**src/rtl/aes_pkg.sv**
```systemverilog
`default_nettype none
// ============================================================================
// Module : aes_pkg
// Brief  : Shared AES-128 constants: round count, key width, RCON table,
//          key-schedule state encoding and the forward S-box.
// Rev    : 1.0  initial release
// ============================================================================
package aes_pkg;

  localparam int AES_NR    = 10;
  localparam int AES_KEY_W = 128;

  // Key-schedule FSM encoding
  localparam logic [1:0] ST_IDLE   = 2'd0;
  localparam logic [1:0] ST_EXPAND = 2'd1;
  localparam logic [1:0] ST_READY  = 2'd2;

  // Round constant for expansion round r (1..10); index 0 is never used
  function automatic logic [7:0] rcon(input logic [3:0] r);
    logic [7:0] v;
    case (r)
      4'd1:    v = 8'h01;
      4'd2:    v = 8'h02;
      4'd3:    v = 8'h04;
      4'd4:    v = 8'h08;
      4'd5:    v = 8'h10;
      4'd6:    v = 8'h20;
      4'd7:    v = 8'h40;
      4'd8:    v = 8'h80;
      4'd9:    v = 8'h1b;
      4'd10:   v = 8'h36;
      default: v = 8'h00;
    endcase
    return v;
  endfunction

  // Forward S-box, entry 0 first
  localparam logic [0:255][7:0] SBOX = {
    8'h63, 8'h7c, 8'h77, 8'h7b, 8'hf2, 8'h6b, 8'h6f, 8'hc5, 8'h30, 8'h01, 8'h67, 8'h2b, 8'hfe, 8'hd7, 8'hab, 8'h76,
    8'hca, 8'h82, 8'hc9, 8'h7d, 8'hfa, 8'h59, 8'h47, 8'hf0, 8'had, 8'hd4, 8'ha2, 8'haf, 8'h9c, 8'ha4, 8'h72, 8'hc0,
    8'hb7, 8'hfd, 8'h93, 8'h26, 8'h36, 8'h3f, 8'hf7, 8'hcc, 8'h34, 8'ha5, 8'he5, 8'hf1, 8'h71, 8'hd8, 8'h31, 8'h15,
    8'h04, 8'hc7, 8'h23, 8'hc3, 8'h18, 8'h96, 8'h05, 8'h9a, 8'h07, 8'h12, 8'h80, 8'he2, 8'heb, 8'h27, 8'hb2, 8'h75,
    8'h09, 8'h83, 8'h2c, 8'h1a, 8'h1b, 8'h6e, 8'h5a, 8'ha0, 8'h52, 8'h3b, 8'hd6, 8'hb3, 8'h29, 8'he3, 8'h2f, 8'h84,
    8'h53, 8'hd1, 8'h00, 8'hed, 8'h20, 8'hfc, 8'hb1, 8'h5b, 8'h6a, 8'hcb, 8'hbe, 8'h39, 8'h4a, 8'h4c, 8'h58, 8'hcf,
    8'hd0, 8'hef, 8'haa, 8'hfb, 8'h43, 8'h4d, 8'h33, 8'h85, 8'h45, 8'hf9, 8'h02, 8'h7f, 8'h50, 8'h3c, 8'h9f, 8'ha8,
    8'h51, 8'ha3, 8'h40, 8'h8f, 8'h92, 8'h9d, 8'h38, 8'hf5, 8'hbc, 8'hb6, 8'hda, 8'h21, 8'h10, 8'hff, 8'hf3, 8'hd2,
    8'hcd, 8'h0c, 8'h13, 8'hec, 8'h5f, 8'h97, 8'h44, 8'h17, 8'hc4, 8'ha7, 8'h7e, 8'h3d, 8'h64, 8'h5d, 8'h19, 8'h73,
    8'h60, 8'h81, 8'h4f, 8'hdc, 8'h22, 8'h2a, 8'h90, 8'h88, 8'h46, 8'hee, 8'hb8, 8'h14, 8'hde, 8'h5e, 8'h0b, 8'hdb,
    8'he0, 8'h32, 8'h3a, 8'h0a, 8'h49, 8'h06, 8'h24, 8'h5c, 8'hc2, 8'hd3, 8'hac, 8'h62, 8'h91, 8'h95, 8'he4, 8'h79,
    8'he7, 8'hc8, 8'h37, 8'h6d, 8'h8d, 8'hd5, 8'h4e, 8'ha9, 8'h6c, 8'h56, 8'hf4, 8'hea, 8'h65, 8'h7a, 8'hae, 8'h08,
    8'hba, 8'h78, 8'h25, 8'h2e, 8'h1c, 8'ha6, 8'hb4, 8'hc6, 8'he8, 8'hdd, 8'h74, 8'h1f, 8'h4b, 8'hbd, 8'h8b, 8'h8a,
    8'h70, 8'h3e, 8'hb5, 8'h66, 8'h48, 8'h03, 8'hf6, 8'h0e, 8'h61, 8'h35, 8'h57, 8'hb9, 8'h86, 8'hc1, 8'h1d, 8'h9e,
    8'he1, 8'hf8, 8'h98, 8'h11, 8'h69, 8'hd9, 8'h8e, 8'h94, 8'h9b, 8'h1e, 8'h87, 8'he9, 8'hce, 8'h55, 8'h28, 8'hdf,
    8'h8c, 8'ha1, 8'h89, 8'h0d, 8'hbf, 8'he6, 8'h42, 8'h68, 8'h41, 8'h99, 8'h2d, 8'h0f, 8'hb0, 8'h54, 8'hbb, 8'h16
  };

  function automatic logic [7:0] sbox(input logic [7:0] b);
    return SBOX[b];
  endfunction

endpackage
`default_nettype wire

```
**src/rtl/aes_key_expand_step.sv**
```systemverilog
`default_nettype none
// ============================================================================
// Module : aes_key_expand_step
// Brief  : One AES-128 key-expansion round, purely combinational.
//          next = step(prev, rcon) using RotWord/SubWord on the last word.
// Rev    : 1.0  initial release
// ============================================================================
module aes_key_expand_step
  import aes_pkg::*;
(
  input  logic [127:0] prev_key,
  input  logic [7:0]   rcon,
  output logic [127:0] next_key
);

  logic [31:0] w0, w1, w2, w3;
  logic [31:0] rot, sub, t;
  logic [31:0] n0, n1, n2, n3;

  assign w0  = prev_key[127:96];
  assign w1  = prev_key[95:64];
  assign w2  = prev_key[63:32];
  assign w3  = prev_key[31:0];

  // RotWord: cyclic left byte rotation
  assign rot = {w3[23:0], w3[31:24]};

  // SubWord: four S-box lookups, one per byte
  for (genvar i = 0; i < 4; i++) begin : g_sbox
    assign sub[8*i +: 8] = sbox(rot[8*i +: 8]);
  end

  assign t  = sub ^ {rcon, 24'h0};
  assign n0 = w0 ^ t;
  assign n1 = w1 ^ n0;
  assign n2 = w2 ^ n1;
  assign n3 = w3 ^ n2;

  assign next_key = {n0, n1, n2, n3};

endmodule
`default_nettype wire

```
**src/rtl/aes_decr_key_sched.sv**
```systemverilog
`default_nettype none
// ============================================================================
// Module : aes_decr_key_sched
// Brief  : AES-128 key schedule for the decrypt path. Expands the cipher key
//          one round per cycle into an 11-entry store, then serves round keys
//          rk10..rk0 over a valid/req handshake, wrapping back to rk10.
//          Optional macro AES_KS_ZEROIZE_EN adds a key_clear input that wipes
//          the store and returns to IDLE.
// Rev    : 1.0  initial release
// ============================================================================
module aes_decr_key_sched
  import aes_pkg::*;
#(
  parameter int NR    = AES_NR,
  parameter int KEY_W = AES_KEY_W
) (
  input  logic             clk,
  input  logic             rst,
  input  logic             key_load,
  input  logic [KEY_W-1:0] key_in,
  output logic             busy,
  output logic             key_ready,
  output logic             rk_valid,
  input  logic             rk_req,
  output logic [KEY_W-1:0] rk_out,
  output logic [3:0]       rk_idx,
  output logic             rk_last
`ifdef AES_KS_ZEROIZE_EN
  ,
  input  logic             key_clear
`endif
);

  localparam logic [3:0] LAST_IDX = 4'(NR);

  logic [1:0]       state;
  logic [3:0]       cnt;
  logic [3:0]       ptr;
  logic [KEY_W-1:0] prev_key;
  logic [KEY_W-1:0] next_key;
  logic [KEY_W-1:0] store [0:NR];
  logic             clear;

`ifdef AES_KS_ZEROIZE_EN
  assign clear = key_clear;
`else
  assign clear = 1'b0;
`endif

  // Single shared expansion round; prev_key chains the most recent round key
  aes_key_expand_step u_step (
    .prev_key (prev_key),
    .rcon     (rcon(cnt)),
    .next_key (next_key)
  );

  // Status outputs decode directly from the state register
  assign busy      = (state == ST_EXPAND);
  assign key_ready = (state == ST_READY);
  assign rk_valid  = (state == ST_READY);
  assign rk_idx    = (state == ST_READY) ? ptr : 4'd0;
  assign rk_last   = (state == ST_READY) && (ptr == 4'd0);

  // FSM, key store and registered round-key output
  always_ff @(posedge clk) begin
    if (rst || clear) begin
      state    <= ST_IDLE;
      cnt      <= 4'd0;
      ptr      <= 4'd0;
      prev_key <= '0;
      rk_out   <= '0;
      for (int i = 0; i <= NR; i++) store[i] <= '0;
    end else if (key_load) begin
      // Restart from any state; a pending rk_req is dropped
      store[0] <= key_in;
      prev_key <= key_in;
      cnt      <= 4'd1;
      ptr      <= 4'd0;
      rk_out   <= '0;
      state    <= ST_EXPAND;
    end else begin
      case (state)
        ST_EXPAND: begin
          store[cnt] <= next_key;
          prev_key   <= next_key;
          if (cnt == LAST_IDX) begin
            // Last key is presented straight from the step output
            state  <= ST_READY;
            ptr    <= LAST_IDX;
            rk_out <= next_key;
            cnt    <= 4'd0;
          end else begin
            cnt <= cnt + 4'd1;
          end
        end
        ST_READY: begin
          if (rk_req) begin
            if (ptr == 4'd0) begin
              ptr    <= LAST_IDX;
              rk_out <= store[NR];
            end else begin
              ptr    <= ptr - 4'd1;
              rk_out <= store[ptr - 4'd1];
            end
          end
        end
        default: ;
      endcase
    end
  end

endmodule
`default_nettype wire

```
**config.mk**
```make
export PLATFORM = sky130hd
export DESIGN_NAME = aes_decr_key_sched
export DESIGN_NICKNAME = d
export VERILOG_FILES = /design/src/rtl/aes_pkg.sv /design/src/rtl/aes_key_expand_step.sv /design/src/rtl/aes_decr_key_sched.sv
export SDC_FILE = /design/constraint.sdc
export NUM_CORES = 2
export LEC_CHECK = 0
export CAP_MARGIN = 20
export CORE_ASPECT_RATIO = 1.5
export CORE_MARGIN = 4
export CORE_UTILIZATION = 57
export CTS_BUF_LIST = sky130_fd_sc_hd__clkbuf_2
export CTS_CLUSTER_DIAMETER = 100
export DETAILED_ROUTE_END_ITERATION = 8
export HOLD_SLACK_MARGIN = 0.1
export PLACE_DENSITY = 0.82
export SLEW_MARGIN = 20
export SYNTH_ARGS = -nofsm -noshare
export SYNTH_HDL_FRONTEND = slang
export SYNTH_SLANG_ARGS = --single-unit
```
**constraint.sdc**
```tcl
create_clock -name clk -period 11.02 [get_ports clk]
set_input_delay 1.102 -clock clk [delete_from_list [all_inputs] [get_ports clk]]
set_output_delay 1.102 -clock clk [all_outputs]
set_load 0.01 [all_outputs]
```
==> results.py <==
metrics = {
    "worst_setup_path": {
        "worst_ep_arrival_time_ns": 8.60,
        "critPathKind": "reg2reg",
        "worstPathMaxFanout": 40,
        "start_kind": "flip-flop",
        "endpoint_kind": "flip-flop",
        "required_ns": 12.42,
    },
    "power_and_ir_drop": {
        "leakage_uw": 0.0434,
        "p_total_uw": 21500,
        "vdd_drop_max_mv": 0.115,
        "power_density_nw_per_um2": 174,
    },
    "finish": {
        "area_growth_pct": 8.65,
        "stdcell_area_sq_um": 123000,
        "multi_input_area_sq_um": 43900,
        "fin_util_pct": 62.2,
        "finalNetCount": 9525,
        "layout-drive-gt1-share_pct": 18.5,
        "seq_area_sq_um": 65600,
        "fill_cells": 14598,
    },
    "global_routing": {
        "grt_pass1_wl_mm": 632,
        "grt_start_max_net_pins": 136,
        "grtUsageTotal_pct": 43.0,
        "first_global_vias": 89419,
        "antenna_found_initial": 30,
        "grt-ovfl-total": 0,
    },
    "die": {
        "die_x_microns": 372,
        "row_count": 200,
        "start_util_pct": 57.3,
        "coreArea_sq_um": 198000,
        "dieArea_sq_um": 206000,
        "dieHeight_microns": 554,
        "pin_count": 268,
    },
    "clocking": {
        "h-tree-depth": 5,
        "cts.root.buffer_cell": "clkbuf_2",
        "worstSkewPairLatency_ns": 1.80,
        "clk_pin_slew_ns": 0.12,
        "cts_sinks": 2314,
        "cts_tree": "yes",
        "cts.path.max_buffers": 4,
        "numCtsBuffers": 478,
    },
    "yosys": {
        "ys.flop_type": "edfxtp_1",
        "synthesis.area_sq_um": 113000,
        "synth_seq_cells": 2314,
        "synth_most_common_cell": "edfxtp_1",
        "synth_common_cells": "edfxtp_1, nor2_1, clkbuf_1",
        "synth_area_per_cell_sq_um": 12.4,
        "syn-num-nets": 9369,
        "synthCells": 9169,
        "yosysWarningCount": 0,
        "synth_top_area_cell": "edfxtp_1",
        "synth_edf_count": 1920,
        "async_reset_ff_share_pct": 0,
        "yosysTopAreaCellShare_pct": 50.8,
        "ys_seq_area_share_pct": 57.8,
        "yosys-top-cells-area": "edfxtp_1, mux4_2, dfxtp_1",
        "ys_types": 116,
    },
    "timing": {
        "final.period_utilization_pct": 65.3,
        "drv_slew": 0,
        "finalSetupTns_ns": 0,
        "tightest_slew_ns": 1.27,
        "rsz0062_at_grt": "false",
        "clock_skew_ns": 0.267,
        "period_minus_slack_ns": 7.20,
        "slew_headroom_pct": 15.1,
        "hold_viol_final": 0,
        "fmax_mhz": 139,
        "finalSetupViolations": 0,
    },
    "detailed_routing": {
        "drc": 0,
        "num_vias": 90209,
        "drt-total-wl_mm": 452,
        "postRouteAntennaNets": 0,
        "drtPass1Iterations": 9,
        "vias_per_cell": 7.28,
        "wl_per_cell_microns": 36.5,
        "drt-initial-drc-count": 16206,
    },
    "job": {
        "drv_cap": 0,
    },
    "place": {
        "hpwl_mm": 273,
        "io_buffers": 267,
        "placed_area_sq_um": 118000,
        "gp_congestion": 1.08,
    },
    "outcome": {
        "status": "complete, no violations",
    },
    "min_path": {
        "hp-class": "in2reg",
    },
}
[worst max-delay path: stages (launching register included)]
cell	delay, ns
dfxtp_1	0.34
buf_4	0.46
clkinv_1	0.63
ha_1	0.49
buf_4	0.25
nor2_1	0.23
a21oi_1	0.09
a21oi_1	0.78
o32ai_1	0.22
o221ai_1	0.67
xor2_2	0.39
xor3_1	0.44
xnor2_1	0.39
a22oi_1	0.85
nand2_1	0.62
[cell families (layout without fill, tap and decap cells)]
kind of cell             count (synthesis)  count (layout)  synth area share [%]
AO/OA/AOI/OAI                         1906            1906                  11.5
XOR/XNOR                               218             218                  2.09
adder cells (fa/ha/maj)                 69              69                 0.766
buffers and inverters                 1043            1616                  3.82
flip-flops                            2314            2314                  57.8
multiplexers                           757             757                  12.8
other                                    0              18                     0
AND/OR/NAND/NOR                       2862            2862                  11.2
[metrics by stage]
step	hold WS [ns]	instances	worst slack [ns]
6_report	0.194	12386	3.82
4_1_cts	0.108	12361	4.21
5_1_grt	0.144	12374	3.79
2_1_floorplan	0.423	9169	2.35
3_3_place_gp	0.432	11434	4.20
3_5_place_dp	0.449	11437	4.28
[sequential cells by signal, summed over array words and instances (netlist names)]
| register | flops |
|---|---|
| cnt | 4 |
| prev_key | 128 |
| store | 2048 |
| state | 2 |
| rk_out | 128 |
| ptr | 4 |
[power by group]
group / internal (uW) / total [uW] / leakage [uW] / switching (uW)
Combinational: 1690 / 6030 / 0.0176 / 4340
Sequential: 9840 / 10100 / 0.0224 / 294
Clock: 1920 / 5310 / 0.00344 / 3390
[cell usage in the layout, fill, tap and decap left out, drive strengths merged, types with 150 or more instances in the layout]
cell              n
a211oi          240
a21oi           514
a221oi          150
buf             267
clkbuf          726
clkdlybuf4s50   265
clkinv          167
dfxtp           394
edfxtp         1920
inv             153
mux2i           177
mux4            556
nand2           523
nor2           1544
nor2b           231
o21ai           337
[per-layer routing]
layer	wire length, microns	track usage [%]
met1	133000	48.9
met2	199000	64.4
met3	69800	15.4
met4	49400	36.5
met5	189	0.0712
[cell type report]
cell class | instances | share of cell area, %
well taps | 2626 | 2.67
repair buffers | 563 | 4.23
clock buffers | 722 | 2.93
flip-flops and latches | 2314 | 53.2
clock inverters | 175 | 0.752
inverters | 156 | 0.476
multi-input cells | 5812 | 35.7
diodes | 18 | 0.0366
[worst paths after layout]
kind | from | to | slack (ns) | depth (start not counted)
setup / recovery | prev_key[16]$_SDFFE_PP0P_ | prev_key[24]$_SDFFE_PP0P_ | 3.82 | 14
hold / removal | key_in[33] | prev_key[33]$_SDFFE_PP0P_ | 0.19 | 3
setup reg to reg | prev_key[16]$_SDFFE_PP0P_ | prev_key[24]$_SDFFE_PP0P_ | 3.82 | 14
hold reg to reg | prev_key[104]$_SDFFE_PP0P_ | prev_key[104]$_SDFFE_PP0P_ | 0.46 | 2
[timing repair]
item,in CTS,in global routing
hold endpoints to repair,51,0
setup buffers,0,0
gates resized for setup,0,0
hold buffers,27,0
No activity file was read; power rests on OpenSTA's default activity.
